==> config.mk <==
export PLATFORM = sky130hd
export DESIGN_NAME = hazard_scoreboard
export DESIGN_NICKNAME = d
export VERILOG_FILES = /design/src/rtl/hazard_scoreboard_pkg.sv /design/src/rtl/hazard_scoreboard_tracker.sv /design/src/rtl/hazard_scoreboard.sv
export SDC_FILE = /design/constraint.sdc
export NUM_CORES = 1
export LEC_CHECK = 0
export ABC_AREA = 1
export BUFFER_PORTS_ARGS = -buffer_cell sky130_fd_sc_hd__buf_4
export CORE_UTILIZATION = 53
export CTS_BUF_LIST = sky130_fd_sc_hd__clkbuf_2
export CTS_CLUSTER_DIAMETER = 80
export DETAILED_ROUTE_END_ITERATION = 8
export HOLD_SLACK_MARGIN = 0.1
export PLACE_DENSITY_LB_ADDON = 0.08
export SYNTH_ARGS = -nofsm -noshare
export SYNTH_HDL_FRONTEND = slang
export SYNTH_SLANG_ARGS = --single-unit
==> constraint.sdc <==
create_clock -name clk -period 3.6 [get_ports clk]
set_input_delay 0.36 -clock clk [delete_from_list [all_inputs] [get_ports clk]]
set_output_delay 0.36 -clock clk [all_outputs]
set_load 0.01 [all_outputs]
==> src/rtl/hazard_scoreboard_pkg.sv <==
// Shared CPU definitions for the hazard scoreboard: tracker entry type,
// pipeline stage indices, ready-stage codes and hazard priority cases.
package cpu_defs;

  localparam int CPU_REG_AW = 5;
  localparam int CPU_RDY_W  = 2;

  localparam int STG_F   = 0;
  localparam int STG_D   = 1;
  localparam int STG_E   = 2;
  localparam int STG_M   = 3;
  localparam int STG_W   = 4;
  localparam int NUM_STG = 5;

  localparam logic [CPU_RDY_W-1:0] RDY_ALU = 2'd1;
  localparam logic [CPU_RDY_W-1:0] RDY_MEM = 2'd2;

  typedef struct packed {
    logic                  valid;
    logic [CPU_REG_AW-1:0] waddr;
    logic [CPU_RDY_W-1:0]  rdy;
  } sb_entry_t;

  localparam sb_entry_t SB_BUBBLE = '0;

  // Listed in decreasing priority; PRI_NONE means no hazard action this cycle.
  typedef enum logic [3:0] {
    PRI_NONE,
    PRI_DMEM,
    PRI_EXC_IMEM,
    PRI_EXC,
    PRI_MDU,
    PRI_IMEM_BR,
    PRI_IMEM,
    PRI_BR,
    PRI_DH
  } pri_case_t;

endpackage

==> src/rtl/hazard_scoreboard_tracker.sv <==
// sb_tracker: shift tracker of in-flight register producers (entry 0=E, 1=M, 2=W)
// plus youngest-match search, data-hazard detection and forward selects.
module sb_tracker
  import cpu_defs::*;
#(
  parameter int REG_AW      = CPU_REG_AW,
  parameter int TRACK_DEPTH = 3,
  parameter int RDY_W       = CPU_RDY_W,
  parameter int FWD_W       = $clog2(TRACK_DEPTH)
) (
  input  logic                   clk,
  input  logic                   rst,
  input  logic [STG_W:STG_D]     i_stall,
  input  logic [STG_W:STG_E]     i_flush,
  input  logic                   i_killM,
  input  logic                   i_dWen,
  input  logic [REG_AW-1:0]      i_dWaddr,
  input  logic [RDY_W-1:0]       i_dRdy,
  input  logic [REG_AW-1:0]      i_dRs,
  input  logic [REG_AW-1:0]      i_dRt,
  input  logic                   i_dUseRs,
  input  logic                   i_dUseRt,
  input  logic                   i_dEarly,
  input  logic [REG_AW-1:0]      i_eRs,
  input  logic [REG_AW-1:0]      i_eRt,
  output logic                   o_dh,
  output logic [FWD_W-1:0]       o_fwdDA,
  output logic [FWD_W-1:0]       o_fwdDB,
  output logic [FWD_W-1:0]       o_fwdEA,
  output logic [FWD_W-1:0]       o_fwdEB
);

  sb_entry_t r_entry [TRACK_DEPTH];
  sb_entry_t w_src   [TRACK_DEPTH];
  sb_entry_t w_next  [TRACK_DEPTH];

  logic [FWD_W:0] w_hitDA, w_hitDB, w_hitEA, w_hitEB;
  logic           w_useDA, w_useDB, w_useEA, w_useEB;

  always_comb begin
    w_src[0] = '{valid: i_dWen && (i_dWaddr != '0),
                 waddr: CPU_REG_AW'(i_dWaddr),
                 rdy:   CPU_RDY_W'(i_dRdy)};
    for (int k = 1; k < TRACK_DEPTH; k++) w_src[k] = r_entry[k-1];
  end

  // An exception in M kills the instruction that would otherwise move into W.
  always_comb begin
    for (int k = 0; k < TRACK_DEPTH; k++) begin
      if (i_flush[STG_E+k])
        w_next[k] = SB_BUBBLE;
      else if (i_stall[STG_E+k])
        w_next[k] = r_entry[k];
      else if (i_stall[STG_D+k] || (i_killM && (k == STG_W - STG_E)))
        w_next[k] = SB_BUBBLE;
      else
        w_next[k] = w_src[k];
    end
  end

  always_ff @(posedge clk or posedge rst) begin
    if (rst) begin
      for (int k = 0; k < TRACK_DEPTH; k++) r_entry[k] <= SB_BUBBLE;
    end else begin
      for (int k = 0; k < TRACK_DEPTH; k++) r_entry[k] <= w_next[k];
    end
  end

  function automatic logic [FWD_W:0] youngest(input logic [REG_AW-1:0] src, input int lo);
    logic [FWD_W:0] res;
    res = '0;
    for (int k = TRACK_DEPTH - 1; k >= 0; k--) begin
      if ((k >= lo) && r_entry[k].valid && (r_entry[k].waddr == CPU_REG_AW'(src)))
        res = {1'b1, FWD_W'(k)};
    end
    return res;
  endfunction

  function automatic logic mustStall(input logic [FWD_W:0] hit, input logic early);
    int k;
    int r;
    k = int'(hit[FWD_W-1:0]);
    if (!hit[FWD_W]) return 1'b0;
    r = int'(r_entry[k].rdy);
    if (early) return (k == 0) || (r > k);
    return r > k + 1;
  endfunction

  always_comb begin
    w_useDA = i_dUseRs && (i_dRs != '0);
    w_useDB = i_dUseRt && (i_dRt != '0);
    w_useEA = (i_eRs != '0);
    w_useEB = (i_eRt != '0);
    w_hitDA = youngest(i_dRs, 0);
    w_hitDB = youngest(i_dRt, 0);
    w_hitEA = youngest(i_eRs, 1);
    w_hitEB = youngest(i_eRt, 1);
  end

  // Entry 0 never forwards, so a youngest hit at k=0 yields select 0 naturally.
  always_comb begin
    o_dh    = (w_useDA && mustStall(w_hitDA, i_dEarly)) ||
              (w_useDB && mustStall(w_hitDB, i_dEarly));
    o_fwdDA = (w_useDA && w_hitDA[FWD_W]) ? w_hitDA[FWD_W-1:0] : '0;
    o_fwdDB = (w_useDB && w_hitDB[FWD_W]) ? w_hitDB[FWD_W-1:0] : '0;
    o_fwdEA = (w_useEA && w_hitEA[FWD_W]) ? w_hitEA[FWD_W-1:0] : '0;
    o_fwdEB = (w_useEB && w_hitEB[FWD_W]) ? w_hitEB[FWD_W-1:0] : '0;
  end

endmodule

==> src/rtl/hazard_scoreboard.sv <==
// hazard_scoreboard: prioritised stall/flush generation over the sb_tracker.
// Define HAZARD_PERF_CNT_EN to build the four saturating stall-cause counters.
module hazard_scoreboard
  import cpu_defs::*;
#(
  parameter int REG_AW      = CPU_REG_AW,
  parameter int TRACK_DEPTH = 3,
  parameter int RDY_W       = CPU_RDY_W,
  parameter int FWD_W       = $clog2(TRACK_DEPTH)
) (
  input  logic               clk,
  input  logic               rst,
  input  logic [REG_AW-1:0]  d_rs,
  input  logic [REG_AW-1:0]  d_rt,
  input  logic               d_use_rs,
  input  logic               d_use_rt,
  input  logic               d_early,
  input  logic               d_wen,
  input  logic [REG_AW-1:0]  d_waddr,
  input  logic [RDY_W-1:0]   d_rdy,
  input  logic [REG_AW-1:0]  e_rs,
  input  logic [REG_AW-1:0]  e_rt,
  input  logic               mdu_busy,
  input  logic               imem_busy,
  input  logic               dmem_busy,
  input  logic               exc_flush,
  input  logic               bfrome,
  output logic [NUM_STG-1:0] stall,
  output logic [NUM_STG-1:0] flush,
  output logic [FWD_W-1:0]   fwd_d_a,
  output logic [FWD_W-1:0]   fwd_d_b,
  output logic [FWD_W-1:0]   fwd_e_a,
  output logic [FWD_W-1:0]   fwd_e_b,
  input  logic [1:0]         perf_sel,
  output logic [31:0]        perf_cnt
);

  logic      w_dh;
  pri_case_t w_case;

  sb_tracker #(
    .REG_AW      (REG_AW),
    .TRACK_DEPTH (TRACK_DEPTH),
    .RDY_W       (RDY_W),
    .FWD_W       (FWD_W)
  ) u_tracker (
    .clk      (clk),
    .rst      (rst),
    .i_stall  (stall[STG_W:STG_D]),
    .i_flush  (flush[STG_W:STG_E]),
    .i_killM  (w_case == PRI_EXC),
    .i_dWen   (d_wen),
    .i_dWaddr (d_waddr),
    .i_dRdy   (d_rdy),
    .i_dRs    (d_rs),
    .i_dRt    (d_rt),
    .i_dUseRs (d_use_rs),
    .i_dUseRt (d_use_rt),
    .i_dEarly (d_early),
    .i_eRs    (e_rs),
    .i_eRt    (e_rt),
    .o_dh     (w_dh),
    .o_fwdDA  (fwd_d_a),
    .o_fwdDB  (fwd_d_b),
    .o_fwdEA  (fwd_e_a),
    .o_fwdEB  (fwd_e_b)
  );

  // An exception waits for an outstanding fetch so the redirect is not lost.
  always_comb begin
    w_case = PRI_NONE;
    if (dmem_busy)                   w_case = PRI_DMEM;
    else if (exc_flush && imem_busy) w_case = PRI_EXC_IMEM;
    else if (exc_flush)              w_case = PRI_EXC;
    else if (mdu_busy)               w_case = PRI_MDU;
    else if (imem_busy && bfrome)    w_case = PRI_IMEM_BR;
    else if (imem_busy)              w_case = PRI_IMEM;
    else if (bfrome)                 w_case = PRI_BR;
    else if (w_dh)                   w_case = PRI_DH;
  end

  always_comb begin
    stall = '0;
    flush = '0;
    case (w_case)
      PRI_DMEM, PRI_EXC_IMEM, PRI_MDU, PRI_IMEM_BR: stall = '1;
      PRI_EXC: flush[STG_M:STG_F] = '1;
      PRI_IMEM, PRI_DH: begin
        stall[STG_F] = 1'b1;
        stall[STG_D] = 1'b1;
        flush[STG_E] = 1'b1;
      end
      PRI_BR: flush[STG_D] = 1'b1;
      default: ;
    endcase
  end

`ifdef HAZARD_PERF_CNT_EN
  logic [31:0] r_perfCnt [4];
  logic [3:0]  w_perfHit;

  always_comb begin
    w_perfHit    = '0;
    w_perfHit[0] = (w_case == PRI_DH);
    w_perfHit[1] = (w_case == PRI_DMEM) || (w_case == PRI_EXC_IMEM) ||
                   (w_case == PRI_IMEM_BR) || (w_case == PRI_IMEM);
    w_perfHit[2] = (w_case == PRI_MDU);
    w_perfHit[3] = (w_case == PRI_EXC) || (w_case == PRI_BR);
  end

  always_ff @(posedge clk or posedge rst) begin
    if (rst) begin
      for (int i = 0; i < 4; i++) r_perfCnt[i] <= '0;
    end else begin
      for (int i = 0; i < 4; i++)
        if (w_perfHit[i] && (r_perfCnt[i] != '1)) r_perfCnt[i] <= r_perfCnt[i] + 32'd1;
    end
  end

  assign perf_cnt = r_perfCnt[perf_sel];
`else
  logic w_unusedPerfSel;
  assign w_unusedPerfSel = ^perf_sel;
  assign perf_cnt        = '0;
`endif

endmodule

==> impl.org <==
** Status
- The run finished with clean final reports.

** GRT
- Summed over all layers, the global routing overflow is 0.
- Entering global routing, the biggest net connects 25 pins.
- Vias in the first global route :: ~2,400
- Global routing consumed, over all layers together, about a quarter of the routing resources.
- Wire length of the first global-routing pass :: approximately 11,000 um
- Initial antenna violation count :: 0

** Cells and area
- Cells with a size suffix above 1 make up 30.98% of the layout.
- Syn-to-layout area delta :: 24.33%
- Total Nets Final :: 536
- In the final layout, the registers with the most flip-flops are u_tracker.r_entry (24).
- Fill cells in the final layout number 434.
- Max FFs per register :: 24
- Antenna fix cells :: 0
- Fin cells :: roughly 550
- Register with the most flip-flops :: u_tracker.r_entry
- Util after Layout :: 69.82%

** Worst setup path
- STA classifies the critical path startpoint as a flop.
- For the worst setup path, the data arrival time is approximately 3.2 ns.
- Origin of the critical flop-to-flop path :: u_tracker.r_entry[12]
- STA classifies the critical path endpoint as a primary output.
- The worst setup path is of the reg2out kind.
- Required arrival time at the worst endpoint :: between 3 and 4 ns
- The worst register-to-register path ends at u_tracker.r_entry[20].
- For flop-to-flop paths, the worst setup slack is approximately 0.23 ns.
- In this run the worst path has a maximum fanout of 6.
- For the worst flop-to-flop path, the logic depth is 26.

** STA
- Sum of negative setup slack :: 0 ns
- Setup slack closes at 0.02986 ns.
- Setup repair after global routing could not meet its margin everywhere.
- Final setup violating endpoints :: 0
- Final Critical Period :: 3.570 ns
- Max frequency :: between 200 and 300 MHz
- Worst slew slack as a fraction of its limit :: around two fifths
- Hold Fails Final Rpt :: 0
- For the pin with the worst max-slew slack, the measured transition is 0.9193 ns.
- Part of the cycle the worst path needs :: slightly below 100%
- Final-report max-slew violation count :: 0
- Worst Skew :: roughly 0.012 ns

** Synth
- Commonest cells in the netlist :: sky130_fd_sc_hd__nand2_1, sky130_fd_sc_hd__inv_1, sky130_fd_sc_hd__nor2_1
- After synthesis, flip-flops and latches occupy between 20 and 25% of the total area.
- Count of flip-flops with a built-in enable after synthesis :: 0
- Of the post-synthesis cell area, the dominant cell type holds 22.20%.
- Count leader, synth :: sky130_fd_sc_hd__nand2_1
- In this run the mean area of a mapped cell was ~6.6 um^2.
- Cell variety after synth :: 35
- Post-synth design cell area :: around 2700 um^2
- Counting flops with an async set or reset pin after synthesis yields a share of 100.0%.
- Counting every instance in the synthesized netlist gives 410.
- By area the synthesized netlist is led by sky130_fd_sc_hd__dfrtp_1, sky130_fd_sc_hd__nand2_1, sky130_fd_sc_hd__buf_4.
- Counting flops and latches in the post-synthesis netlist gives 24.
- For this run, the leading register cell type out of synthesis is sky130_fd_sc_hd__dfrtp_1.
- Of all cell types, the one taking the most synthesized area is sky130_fd_sc_hd__dfrtp_1.
- For this run, the number of Yosys warnings is 0.

** Placement
- At the placement stage, the worst setup path has a slack of about 0.095 ns.
- After detailed placement, the design holds a cell count of around 520.
- The HPWL after detailed placement is between 5000 and 6000 um.
- Routability-driven placement finished with a final weighted congestion of approximately 0.91.
- During placement, the flow inserted port buffers numbering 54.

** CTS
- Number of buffers created by CTS :: 3
- In this run the number of H-tree levels came out at 1.
- Clock-pin slew was measured on the worst setup and hold paths at between 0.2 and 0.3 ns.
- Clock tree synthesis found a total of 24 sinks.
- TritonCTS clock tree :: built
- Counting along the longest clock path gives a buffer depth of 2.
- The tree is rooted in a sky130_fd_sc_hd__clkbuf_2.
- Number of hold buffers added after cts :: 0
- At the later pin of the worst-skew pair, clock insertion delay measures 0.36 ns.

** Floorplanning
- Row count :: 25
- The die covers about 5400 um^2.
- The core region is 4817 um^2.
- Die Y :: around 73 um
- Die width :: 73.44 um
- Initial Utilization :: 56.16%
- Pin placement for this block handled 90 I/O pins.

** Detailed routing
- Final wirelength :: about 7000 um
- After detailed routing, the average wire length per cell comes to ~13 um.
- DRC marker count from the first detailed-route iteration :: 185
- DRC violation count after routing :: 0
- Vias after detailed routing :: 2,852
- Count of nets left with antenna violations after detail routing :: 0
- 1st-pass router iterations :: 5
- Dividing the detail-routed via count by the number of cells gives 5.204.

** Power and ir drop
- Reported leakage power :: 1.824 nW
- IR Drop Worst-Case VDD :: ~0.00025 V
- In this run the power density over the cells is ~380 nW/um^2.

** Worst hold path
- Type of the most critical hold path :: in2async

** Run
- Max-cap violations in this run came to 0.
kinds of logic (layout without fill, tap and decap cells):
group	count (synthesis)	in the layout	share of synthesized area, %
other	1	33	0.1386
and+or+nand+nor	193	193	31.55
xor gates and xnor gates	6	6	1.943
AOI/OAI and AO/OA	63	63	16.14
buffers and inverters	109	148	21.55
DFF	24	24	22.20
adders and majority gates	14	14	6.476
how the worst max path moves through the flow:
| stage | cells past startpoint | from | to |
|---|---|---|---|
| after floorplan | 22 | u_tracker.r_entry[11] | stall[1] |
| after global placement | 24 | d_rs[0] | stall[3] |
| after detailed placement | 25 | d_rs[0] | stall[1] |
| after CTS | 23 | u_tracker.r_entry[13] | stall[1] |
| after global routing | 23 | u_tracker.r_entry[6] | flush[2] |
| final | 24 | u_tracker.r_entry[12] | stall[1] |
layer usage:
layer | vias up | track usage, % | wire length (um)
li1 | 1404 | - | -
met1 | 1309 | 36.06 | 3137
met5 | - | 0 | 0
met2 | 125 | 42.20 | 3365
met4 | 0 | 5.556 | 104
met3 | 14 | 3.841 | 419
power by group:
group          internal (mW)  total [mW]  switching, mW
clock                 0.0956       0.185         0.0893
sequential             0.336       0.427         0.0903
combinational          0.281       0.660          0.378
area by class of cell:
| type | instances | area (um^2) | area share, % |
|---|---|---|---|
| multi-input cells | 309 | 1749 | 52.01 |
| repair buffers | 79 | 615.6 | 18.30 |
| flip-flops and latches | 24 | 605.6 | 18.01 |
| inverters | 65 | 264.0 | 7.850 |
| well taps | 67 | 83.83 | 2.493 |
| clock inverters | 1 | 30.03 | 0.8929 |
| clock buffers | 3 | 15.01 | 0.4464 |
stage by stage:
stage / instance area, um^2 / power (mW) / hold slack (ns)
6_report: 3363 / 1.271 / 0.1557
2_1_floorplan: 2825 / 0.8532 / 0.3746
3_5_place_dp: 2990 / 0.9790 / 0.4786
4_1_cts: 3119 / 1.197 / 0.1780
5_1_grt: 3363 / 1.367 / 0.1880
3_3_place_gp: 2990 / 0.9673 / 0.4672
layout by cell type, fill, tap and decap left out, types with 3 or more instances in the layout:
cell                       instances
sky130_fd_sc_hd__o22ai_2          12
sky130_fd_sc_hd__nor2_1           33
sky130_fd_sc_hd__buf_4            73
sky130_fd_sc_hd__nand4_1          11
sky130_fd_sc_hd__dfrtp_1          20
sky130_fd_sc_hd__nand3_1          10
sky130_fd_sc_hd__nand2_2           3
sky130_fd_sc_hd__ha_1             13
sky130_fd_sc_hd__inv_4             3
sky130_fd_sc_hd__clkbuf_2          3
sky130_fd_sc_hd__nor4_1            6
sky130_fd_sc_hd__inv_2            17
sky130_fd_sc_hd__nor3_1            4
sky130_fd_sc_hd__nand3_2           6
sky130_fd_sc_hd__buf_6             6
sky130_fd_sc_hd__o21ai_1           9
sky130_fd_sc_hd__o22ai_1          12
sky130_fd_sc_hd__a21oi_1           5
sky130_fd_sc_hd__nand2_1         101
sky130_fd_sc_hd__conb_1           33
sky130_fd_sc_hd__o211ai_1          3
sky130_fd_sc_hd__o21ai_0          13
sky130_fd_sc_hd__dfrtp_2           4
sky130_fd_sc_hd__xor2_1            5
sky130_fd_sc_hd__nand2_4           5
sky130_fd_sc_hd__inv_1            44
sky130_fd_sc_hd__nor2_2            8
what timing repair did:
item,CTS,global route
setup endpoints to repair,6,6
resized for setup,13,40
pin swaps,4,17
buffers inserted,7,16
worst max-delay path, stage by stage, from the launching register on:
cell,delay [ns]
sky130_fd_sc_hd__dfrtp_1,0.51
sky130_fd_sc_hd__inv_2,0.09
sky130_fd_sc_hd__nand2_2,0.06
sky130_fd_sc_hd__nand2_1,0.05
sky130_fd_sc_hd__nor2_1,0.13
sky130_fd_sc_hd__nand3_2,0.12
sky130_fd_sc_hd__a31oi_1,0.15
sky130_fd_sc_hd__buf_4,0.17
sky130_fd_sc_hd__inv_4,0.05
sky130_fd_sc_hd__nor2_4,0.09
sky130_fd_sc_hd__o22ai_2,0.09
sky130_fd_sc_hd__buf_4,0.16
sky130_fd_sc_hd__ha_4,0.26
sky130_fd_sc_hd__inv_2,0.03
sky130_fd_sc_hd__nor2_2,0.09
sky130_fd_sc_hd__o21ai_1,0.08
sky130_fd_sc_hd__nand2_1,0.06
sky130_fd_sc_hd__nand2_1,0.05
sky130_fd_sc_hd__inv_1,0.06
sky130_fd_sc_hd__nand3_2,0.06
sky130_fd_sc_hd__nand2_2,0.10
sky130_fd_sc_hd__nand2_4,0.09
sky130_fd_sc_hd__nand2_8,0.14
sky130_fd_sc_hd__nand2_4,0.07
sky130_fd_sc_hd__buf_6,0.12
No activity file was read; power rests on OpenSTA's default activity.
